$ cat config.mk
export PLATFORM = sky130hd
export DESIGN_NAME = pengo_hs_scheduler
export DESIGN_NICKNAME = d
export VERILOG_FILES = /design/src/rtl/pengo_hs_scheduler.sv
export SDC_FILE = /design/constraint.sdc
export NUM_CORES = 1
export LEC_CHECK = 0
export ABC_AREA = 1
export BUFFER_PORTS_ARGS = -buffer_cell sky130_fd_sc_hd__buf_2
export CORE_MARGIN = 2
export CORE_UTILIZATION = 55
export CTS_CLUSTER_SIZE = 12
export DETAILED_ROUTE_END_ITERATION = 10
export GPL_TIMING_DRIVEN = 0
export HOLD_SLACK_MARGIN = 0.1
export PLACE_DENSITY = 0.78
export SLEW_MARGIN = 20
export SYNTH_ARGS = -nofsm -noshare
export SYNTH_HDL_FRONTEND = slang
export SYNTH_SLANG_ARGS = --single-unit
$ cat constraint.sdc
create_clock -name clk -period 1.9 [get_ports clk]
set_clock_uncertainty 0.15 [all_clocks]
set_input_delay 0.285 -clock clk [delete_from_list [all_inputs] [get_ports clk]]
set_output_delay 0.285 -clock clk [all_outputs]
set_load 0.1 [all_outputs]
$ cat src/rtl/pengo_hs_scheduler.sv
// Arbitrates Pengo work RAM between the Z80 and the hiscore engine, merges user and hiscore
// pause into core_pause, and raises dim after a long user pause.
module pengo_hs_scheduler #(
    parameter int unsigned ADDR_W     = 12,
    parameter int unsigned SETTLE_CYC = 4,
    parameter int unsigned VB_TIMEOUT = 500000,
    parameter int unsigned DIM_CYC    = 32'h0E4E1C00
) (
    input  logic              clk,
    input  logic              reset_n,
    input  logic              vblank,
    input  logic              user_pause,
    input  logic              hs_req,
    input  logic [ADDR_W-1:0] hs_addr_in,
    input  logic              hs_wr_in,
    output logic              hs_grant,
    output logic [ADDR_W-1:0] hs_addr,
    output logic              hs_wr,
    output logic              core_pause,
    output logic              dim,
    output logic              busy
);

    // state     | meaning
    // S_IDLE    | core runs, RAM owned by the Z80
    // S_WAIT_VB | core paused, waiting for vblank rise or timeout
    // S_SETTLE  | guard band before handing the RAM port over
    // S_GRANT   | hiscore engine owns the RAM port
    // S_RELEASE | guard band before the core resumes
    typedef enum logic [2:0] {
        S_IDLE,
        S_WAIT_VB,
        S_SETTLE,
        S_GRANT,
        S_RELEASE
    } state_t;

    localparam logic [7:0]  ST_LAST  = 8'(SETTLE_CYC - 1);
    localparam logic [19:0] TO_LAST  = 20'(VB_TIMEOUT - 1);
    localparam logic [31:0] DIM_MAX  = 32'(DIM_CYC);

    state_t      r_state;
    logic [7:0]  r_set_cnt;
    logic [19:0] r_to_cnt;
    logic        r_to_hit;
    logic        r_grant;
    logic        r_busy;
    logic        r_vb_q1;
    logic        r_vb_q2;
    logic        r_up_q1;
    logic        r_up_q2;
    logic        r_toggle;
    logic [31:0] r_dim_cnt;
    logic        r_core_pause;

    logic w_vb_rise;
    logic w_up_rise;

    assign w_vb_rise = r_vb_q1 & ~r_vb_q2;
    assign w_up_rise = r_up_q1 & ~r_up_q2;

    always_ff @(posedge clk or negedge reset_n) begin
        if (!reset_n) begin
            r_state   <= S_IDLE;
            r_set_cnt <= '0;
            r_to_cnt  <= '0;
            r_to_hit  <= 1'b0;
            r_grant   <= 1'b0;
            r_busy    <= 1'b0;
        end else begin
            case (r_state)
                S_IDLE: begin
                    r_to_cnt  <= '0;
                    r_to_hit  <= 1'b0;
                    r_set_cnt <= '0;
                    r_grant   <= 1'b0;
                    if (hs_req) begin
                        r_state <= S_WAIT_VB;
                        r_busy  <= 1'b1;
                    end
                end
                S_WAIT_VB: begin
                    if (!hs_req) begin
                        r_state <= S_IDLE;
                        r_busy  <= 1'b0;
                    end else if (w_vb_rise || r_to_hit) begin
                        r_state   <= S_SETTLE;
                        r_set_cnt <= '0;
                        r_to_hit  <= 1'b0;
                    end else begin
                        // timeout flag is registered so it lines up with the sampled vblank edge
                        if (r_to_cnt != TO_LAST) begin
                            r_to_cnt <= r_to_cnt + 20'd1;
                        end
                        r_to_hit <= (r_to_cnt == TO_LAST);
                    end
                end
                S_SETTLE: begin
                    if (!hs_req) begin
                        r_state   <= S_RELEASE;
                        r_set_cnt <= '0;
                    end else if (r_set_cnt == ST_LAST) begin
                        r_state <= S_GRANT;
                        r_grant <= 1'b1;
                    end else begin
                        r_set_cnt <= r_set_cnt + 8'd1;
                    end
                end
                S_GRANT: begin
                    if (!hs_req) begin
                        r_state   <= S_RELEASE;
                        r_grant   <= 1'b0;
                        r_set_cnt <= '0;
                    end
                end
                S_RELEASE: begin
                    if (r_set_cnt == ST_LAST) begin
                        r_state <= S_IDLE;
                        r_busy  <= 1'b0;
                    end else begin
                        r_set_cnt <= r_set_cnt + 8'd1;
                    end
                end
                default: begin
                    r_state <= S_IDLE;
                    r_grant <= 1'b0;
                    r_busy  <= 1'b0;
                end
            endcase
        end
    end

    always_ff @(posedge clk or negedge reset_n) begin
        if (!reset_n) begin
            r_vb_q1      <= 1'b0;
            r_vb_q2      <= 1'b0;
            r_up_q1      <= 1'b0;
            r_up_q2      <= 1'b0;
            r_toggle     <= 1'b0;
            r_dim_cnt    <= '0;
            r_core_pause <= 1'b0;
        end else begin
            r_vb_q1      <= vblank;
            r_vb_q2      <= r_vb_q1;
            r_up_q1      <= user_pause;
            r_up_q2      <= r_up_q1;
            r_toggle     <= r_toggle ^ w_up_rise;
            r_core_pause <= r_toggle | (r_state != S_IDLE);
            // only the user pause ages the dim timer
            if (!r_toggle) begin
                r_dim_cnt <= '0;
            end else if (r_dim_cnt != DIM_MAX) begin
                r_dim_cnt <= r_dim_cnt + 32'd1;
            end
        end
    end

    assign hs_grant   = r_grant;
    assign hs_addr    = hs_addr_in;
    assign hs_wr      = hs_wr_in & r_grant;
    assign core_pause = r_core_pause;
    assign dim        = (r_dim_cnt == DIM_MAX);
    assign busy       = r_busy;

endmodule
### Word level (Yosys, flattened, before mapping)

Cells that the tools add are included.
W data, S select, Z words.

* bitwise gates (word level): 9
* reductions and logical operators: 13
* add/sub/neg operators: 3
* multiplexer cells: 30
* equal/unequal tests: 22

Operators with widths (number)
* $mux W32: 2
* $mux W20: 3
* $mux W8: 5
* $pmux W20 S2: 1
* $pmux W8 S5: 1
* $add A32 B1 Y32 const B: 1
* $eq A32 B28 Y1 const B: 1
* $ne A32 B28 Y1 const B: 1
* $mux W3: 7
* $add A20 B1 Y20 const B: 1
* $eq A20 B19 Y1 const B: 1
* $ne A2 B2 Y1 const B: 10
* $ne A20 B19 Y1 const B: 1
* $reduce_and A4 Y1: 4
* $pmux W3 S5: 1
* $add A8 B1 Y8 const B: 1
* $eq A8 B2 Y1 const B: 1
* $mux W1: 7
* $eq A3 B2 Y1 const B: 2
* $ne A3 B3 Y1 const B: 2
* $reduce_and A5 Y1: 1
* $reduce_bool A5 Y1: 1
* $not A1 Y1: 4
* $pmux W1 S4: 1
* 14 further kinds: 17

* output and inout port bits: 17
* word-level logic and storage cells: 90
* flip-flop bits (word level): 72
* bits of input ports: 18

### Longest topological paths before layout

Gate-level depths: netlist (run 1).

* depth in word-level cells: 6
* mapped depth: 10
* mapped depth without buffers: 9

### Worst setup path before layout (run 1)

No wires, ideal clock.

* path type: register -> register
* from: register r_dim_cnt[0]
* to: register r_dim_cnt[1]
* stages on the path, launching flop included: 9
* clock period less this slack: 3472 ps
* library setup time: 77 ps
* setup slack: -1572 ps
* data arrival time: 3245 ps
* required time: 1673 ps
* path buffers: 0
* cells stage by stage: dfrtp_1 > inv_1 > ha_1 > nand3_1 > nor2_1 > nand2_1 > nor3_1 > nand3_1 > nand2_1

* word-level cells in the longest chain between the ends: 3
* elaborated cells on any way between the ends: 5
* those cells by class: add/sub (1); eq/ne (2); mux (2)

Ends and longest elaborated chain
* start: declaration: line 53 `logic [31:0] r_dim_cnt;`
* start signal: assignment: line 153 `r_dim_cnt <= r_dim_cnt + 32'd1;`
* $add A32 B1 Y32: line 153
* $mux W32: line 152 `end else if (r_dim_cnt != DIM_MAX) begin`
* $mux W32: line 150 `if (!r_toggle) begin`

Parallel ways exist; a longest one is shown, timed or not. The select of a mux whose other input is x is not followed.
A chain may end at the register's enable or synchronous reset.

### Worst setup path after layout (run 1)

* from: register r_dim_cnt[20]
* to: output port dim

* word-level cells in the longest chain between the ends: 1

Ends and longest elaborated chain
* $eq A32 B28 Y1: line 162 `assign dim = (r_dim_cnt == DIM_MAX);`
* end: declaration: line 20 `output logic dim,`

Every way passes these cells.

==> results of run 1 <==
## synthesized netlist by cell type
library cell  instances
a21oi_1              11
a21oi_4               1
and2_1                1
and3_1                1
buf_2                 3
buf_4                12
buf_6                 2
clkbuf_1              4
clkinv_1              1
dfrtp_1              72
ha_1                  4
inv_1                74
inv_2                 1
nand2_1             204
nand2_2               3
nand3_1              66
nand3_2               3
nand3b_1              1
nand4_1              20
nor2_1              111
nor2_2                3
nor3_1               22
nor3_2                3
nor3_4                1
o21ai_0              30
o21ai_1               1
o21ai_2               4
o21bai_1              1
or2_2                 1
xnor2_1               2
xor2_1               14
## metrics by stage
step | total power [uW] | instance area [sq um] | util [%] | hold slack [ns] | setup slack [ns]
after CTS | 4980 | 5210 | 64.0 | 0.187 | -0.215
final | 5070 | 5360 | 65.9 | 0.192 | -0.212
after floorplan | 3110 | 4590 | - | -0.161 | -0.212
after global routing | 5360 | 5360 | 65.9 | 0.210 | -0.303
after detailed placement | 3550 | 4860 | 59.8 | 0.0296 | -0.313
after global placement | 3490 | 4830 | 59.4 | 0.209 | -0.252
## kinds of logic (layout without fill, tap and decap cells)
family / after synthesis / after routing / share of synthesized area (%)
AOI/OAI and AO/OA: 48 / 48 / 5.88
xor gates and xnor gates: 16 / 16 / 3.06
adders and majority gates: 4 / 4 / 1.09
DFF: 72 / 72 / 39.4
and+or+nand+nor: 440 / 440 / 41.3
buffers and inverters: 97 / 156 / 9.35
## sequential cells by signal, indices dropped and copies added, names as in the netlist
name / count
r_dim_cnt: 32
r_to_cnt: 20
r_set_cnt: 8
r_state: 3
busy: 1
core_pause: 1
hs_grant: 1
r_to_hit: 1
r_toggle: 1
r_up_q1: 1
r_up_q2: 1
r_vb_q1: 1
r_vb_q2: 1
## power by group
group	internal (uW)	switching (uW)
logic	620	1400
registers	1670	133
clock network	608	633
## worst paths after layout
kind | depth (start not counted) | slack (ns) | to | startpoint
min in group clk | 4 | 0.22 | r_state[1]$_DFFE_PN0P_ | hs_req
setup reg to reg | 9 | 0.05 | r_dim_cnt[16]$_DFFE_PN0P_ | r_dim_cnt[0]$_DFFE_PN0P_
hold reg to reg | 0 | 0.23 | r_vb_q2$_DFF_PN0_ | r_vb_q1$_DFF_PN0_
max in group asynchronous | 3 | 0.84 | r_to_cnt[15]$_DFFE_PN0P_ | reset_n
hold / removal | 2 | 0.19 | r_dim_cnt[18]$_DFFE_PN0P_ | reset_n
setup / recovery | 6 | -0.21 | dim | r_dim_cnt[20]$_DFFE_PN0P_
## per-layer routing
metal | vias up | part of all wire [%] | wire length (microns) | GRT usage [%]
met5 | - | 0 | 0 | 0
li1 | 2254 | - | - | -
met1 | 2093 | 44 | 4990 | 33.8
met4 | 0 | 1.4 | 159 | 8.82
met3 | 17 | 4.2 | 484 | 4.19
met2 | 124 | 51 | 5780 | 46.5
## timing repair
item | in CTS | in global routing
cloned | 0 | 1
pin swaps | 5 | 6
hold endpoints to repair | 74 | 0
endpoints found under the setup margin | 28 | 42
buffers inserted | 8 | 8
hold buffers | 3 | 0
gates resized for setup | 21 | 32
## area by class of cell
class	instances	area (sq um)
Inverter	76	285
Fill cell	726	2780
Sequential cell	72	1810
Multi-Input combinational cell	508	2470
Tap cell	105	131
Buffer	21	148
Timing Repair Buffer	43	317
Clock buffer	11	131
Clock inverter	5	58.8
==> results.md, run 1 <==
* Fmax at 473 MHz
* CTS root buffer: clkbuf_8
* Worst-Margin Slew at 0.552 ns
* Critical setup path kind: flip-flop to output pin
* GP Congestion at 0.939
* Crit path max-delay family: simple AND/OR/NAND/NOR gates
* Core area at slightly above 0.008 sq mm
* WP buf/inv at 2
* Max-cap viol count at 0
* CP Data Arrival Time at ~1.7 ns
* Sequential share of the synthesized area at about two fifths
* First-pass GRT wire length at 19000 microns
* Crit-path slowest cell: dfrtp_1
* Worst hold path class: primary input to asynchronous set/reset pin
* Period minus WS final at approximately 2.1 ns
* Clock sink total at between 70 and 80
* Largest net degree at the start of global routing at 56
* Critical Path RT at 1.46 ns
* Grt total ovfl at 0
* Via-to-Cell Ratio at roughly 5.3
* Die X at approximately 95 microns
* DIE AREA at about 0.0091 sq mm
* TritonCTS clock tree: built
* Critical Path Start Type: flip-flop
* GR Util All Layers at 26.7%
* #FFs+latches synth at roughly 70
* Via count at approximately 4500
* Clock buffer depth at 2
* Maximum fanout along the worst path at 4
* Cells after synthesis at 677
* Initial antenna violation count at 0
* Final worst-path cycle share at 111%
* Vias in the first global route at 4220
* Avg Synthesized Cell Area at slightly below 7 sq um
* DRC at 0
* Setup_tns at -0.212 ns
* Layout cells sized above 1 at roughly 17%
* Wire per inst at around 14 microns
* Crit path setup slack, layout at -0.212 ns
* Yosys top cell area share at 39.4%
* Worst-path clk slew at around 0.090 ns
* RSZ-0062 raised after global routing: true
* Most frequent cells in the layout: 201 x nand2_1, 101 x nor2_1, 69 x inv_1
* Clk_lat worst skew at approximately 0.35 ns
* Final Hold Fails at 0
* Top Ports at 35
* Endpoint type of the worst setup path: output pin
* Worst vdd ir at approximately 0.99 mV
* Pre-antenna DRT Iters at 5
* First DRT Iteration DRCs at ~220
* Unique masters post-synth at 31
* Dpl cells at about 810
* Setup violators final at 1
* Worst slew margin at between 60% and 70%
* Ranking of synthesized cells by area: dfrtp_1 39%, nand2_1 17%, nor2_1 9.1%
* Number of CTS-inserted buffers at 9
* Starting Density at a little under three fifths
* Worst stage delay on the critical path at around 0.43 ns
* Die height at ~95 microns
* Leak at 0.00244 uW
* Status: complete, but fails checks
* Final nets at about 750
* Drt total wl at about 11000 microns
* Port-buffer cells at 22
* DP Wirelength at roughly 8100 microns
* H-tree levels at 3
* Synth Cell Area at ~0.0046 sq mm
* Non-Filler Instances at between 800 and 900
* Commonest non-fill, non-tap cell in the layout: nand2_1
* Synthesized Nets at ~700
* Std cell rows at 33
* Dominant cell type by area after synthesis: dfrtp_1
* Slew Viols, Final at 0
* Failing checks: setup timing
* Area grow syn2layout at 17.1%
* Ys Warns at 0
* Diode count at 0
* Worst path most repeated cell: nand2_2
* Pwr dens at 946 mW/mm^2
* Routed Antenna Nets at 0
* Worst path cell trace: inv_2 -> nand2_2 -> nor3_2 -> nand2_2 -> nor3_4 -> buf_12
No activity file was read; power rests on OpenSTA's default activity.
==> inputs of run 2 (changes only) <==
RECOVER_POWER = 50   (was not set)
==> run 2 against run 1 <==
The flow still finishes with violations (setup timing). Total power about the same. First-iteration DRC count down 3.7%. Global-route usage stayed put. Non-clock buffer count unchanged.
==> results.md, run 2 (synthesized netlist as in run 1, its figures left out) <==
* Status: complete, but fails checks
* Failing checks: setup timing
* Critical setup path kind: flip-flop to output pin
* Drt total wl at 11400 microns
* Layout cells sized above 1 at approximately 17%
* Clk_lat worst skew at 0.35 ns
* Final worst-path cycle share at 111%
* Worst vdd ir at 0.995 mV
* Fmax at 473 MHz
* Leak at roughly 0.0024 uW
* Port-buffer cells at 22
* Total power draw at between 5000 and 6000 uW
* Largest Register: r_dim_cnt
* First DRT Iteration DRCs at 210
* Die height at 95.2 microns
* Worst-path clk slew at about 0.09 ns
* CP Data Arrival Time at between 1.5 and 2 ns
* GR Util All Layers at a little over a quarter
* Initial antenna violation count at 0
* Max-cap viol count at 0
* R2R cell count at 9
* Worst hold path class: primary input to flip-flop
* Core area at just over 0.008 sq mm
* Clock buffer depth at 2
* Std cell rows at 33
* Clock sink total at 72
* Setup_tns at -0.212 ns
* Vias in the first global route at about 4200
* Maximum fanout along the worst path at 4
* Wire per inst at 13.6 microns
* Final Hold Fails at 0
* Pre-antenna DRT Iters at 5
* Hold path depth at 4
* Final nets at about 750
* Most frequent cells in the layout: 201 x nand2_1, 101 x nor2_1, 69 x inv_1
* Starting Density at between 50% and 60%
* DRC at 0
* Commonest non-fill, non-tap cell in the layout: nand2_1
* DIE AREA at ~0.009 sq mm
* First-pass GRT wire length at 19000 microns
* H-tree levels at 3
* Max reg flops at 32
* Critical Path Start Type: flip-flop
* Critical Path RT at ~1.5 ns
* Top Ports at 35
* Worst-Margin Slew at ~1.0 ns
* Period minus WS final at between 2 and 2.5 ns
* Area grow syn2layout at 16.7%
* TritonCTS clock tree: built
* Number of CTS-inserted buffers at 9
* DP Wirelength at approximately 8000 microns
* GP Congestion at approximately 0.94
* Endpoint type of the worst setup path: output pin
* Top flop regs: r_dim_cnt (32), r_to_cnt (20), r_set_cnt (8)
* Worst slew margin at roughly a third
* Filler Cell Count at between 700 and 800
* Slew Viols, Final at 0
* Pwr dens at approximately 950 mW/mm^2
* Via-to-Cell Ratio at 5.34
* Via count at between 4000 and 5000
* Diode count at 0
* CTS root buffer: clkbuf_8
* Routed Antenna Nets at 0
* Largest net degree at the start of global routing at between 50 and 60
* Die X at around 95 microns
* Setup violators final at 1
* Crit path setup slack, layout at -0.212 ns
* Grt total ovfl at 0
* RSZ-0062 raised after global routing: true
run 2: changes by cell type in the layout (fill, tap and decap cells not counted):
cell	delta
buf_16	-1
buf_4	-1
buf_8	+1
clkbuf_1	+1
run 2: what timing repair did:
item	in CTS	in global routing
gates cloned	0	1
buffers inserted	8	8
hold buffers	3	0
endpoints found under the hold margin	74	0
pin swaps	5	6
setup endpoints to repair	28	42
resized for setup	21	32
run 2: critical path, cell delays in order (launching register included):
cell	delay (ns)
dfrtp_1	0.43
inv_2	0.09
nand2_2	0.06
nor3_2	0.21
nand2_2	0.11
nor3_4	0.23
buf_12	0.21
run 2: report_power, final:
part / switching (uW) / internal (uW)
Clock: 633 / 608
Combinational: 1400 / 616
Sequential: 133 / 1670
run 2: final timing paths:
| kind | slack [ns] | endpoint | startpoint |
|---|---|---|---|
| worst max-delay path | -0.21 | dim | r_dim_cnt[20]$_DFFE_PN0P_ |
| worst min register to register | 0.23 | r_vb_q2$_DFF_PN0_ | r_vb_q1$_DFF_PN0_ |
| worst max register to register | 0.05 | r_dim_cnt[16]$_DFFE_PN0P_ | r_dim_cnt[0]$_DFFE_PN0P_ |
| max in group asynchronous | 0.19 | r_to_cnt[15]$_DFFE_PN0P_ | reset_n |
| min in group asynchronous | 0.47 | r_dim_cnt[18]$_DFFE_PN0P_ | reset_n |
| worst min-delay path | 0.22 | r_state[1]$_DFFE_PN0P_ | hs_req |
run 2: layer usage:
layer | global-route usage, % | vias up | part of all wire, %
met3 | 4.19 | 17 | 4.2
li1 | - | 2254 | -
met4 | 8.82 | 0 | 1.4
met5 | 0 | - | 0
met2 | 46.5 | 124 | 51
met1 | 33.8 | 2093 | 44
run 2: cell type report:
type	instances	area (sq um)	share of cell area (%)
Clock inverter	5	58.8	1.10
Inverter	76	285	5.34
Multi-Input combinational cell	508	2470	46.3
Timing Repair Buffer	43	300	5.62
Buffer	21	148	2.76
Tap cell	105	131	2.46
Clock buffer	11	131	2.46
Sequential cell	72	1810	33.9
run 2: through the flow:
| step | cells | worst slack [ns] | cell area (sq um) | hold slack (ns) | util, % |
|---|---|---|---|---|---|
| 3_3_place_gp | 804 | -0.252 | 4830 | 0.209 | 59.4 |
| 5_1_grt | 841 | -0.303 | 5340 | 0.228 | 65.7 |
| 3_5_place_dp | 805 | -0.313 | 4860 | 0.0296 | 59.8 |
| 4_1_cts | 832 | -0.215 | 5210 | 0.187 | 64.0 |
| 2_1_floorplan | 677 | -0.212 | 4590 | -0.161 | - |
| 6_report | 841 | -0.212 | 5340 | 0.223 | 65.7 |
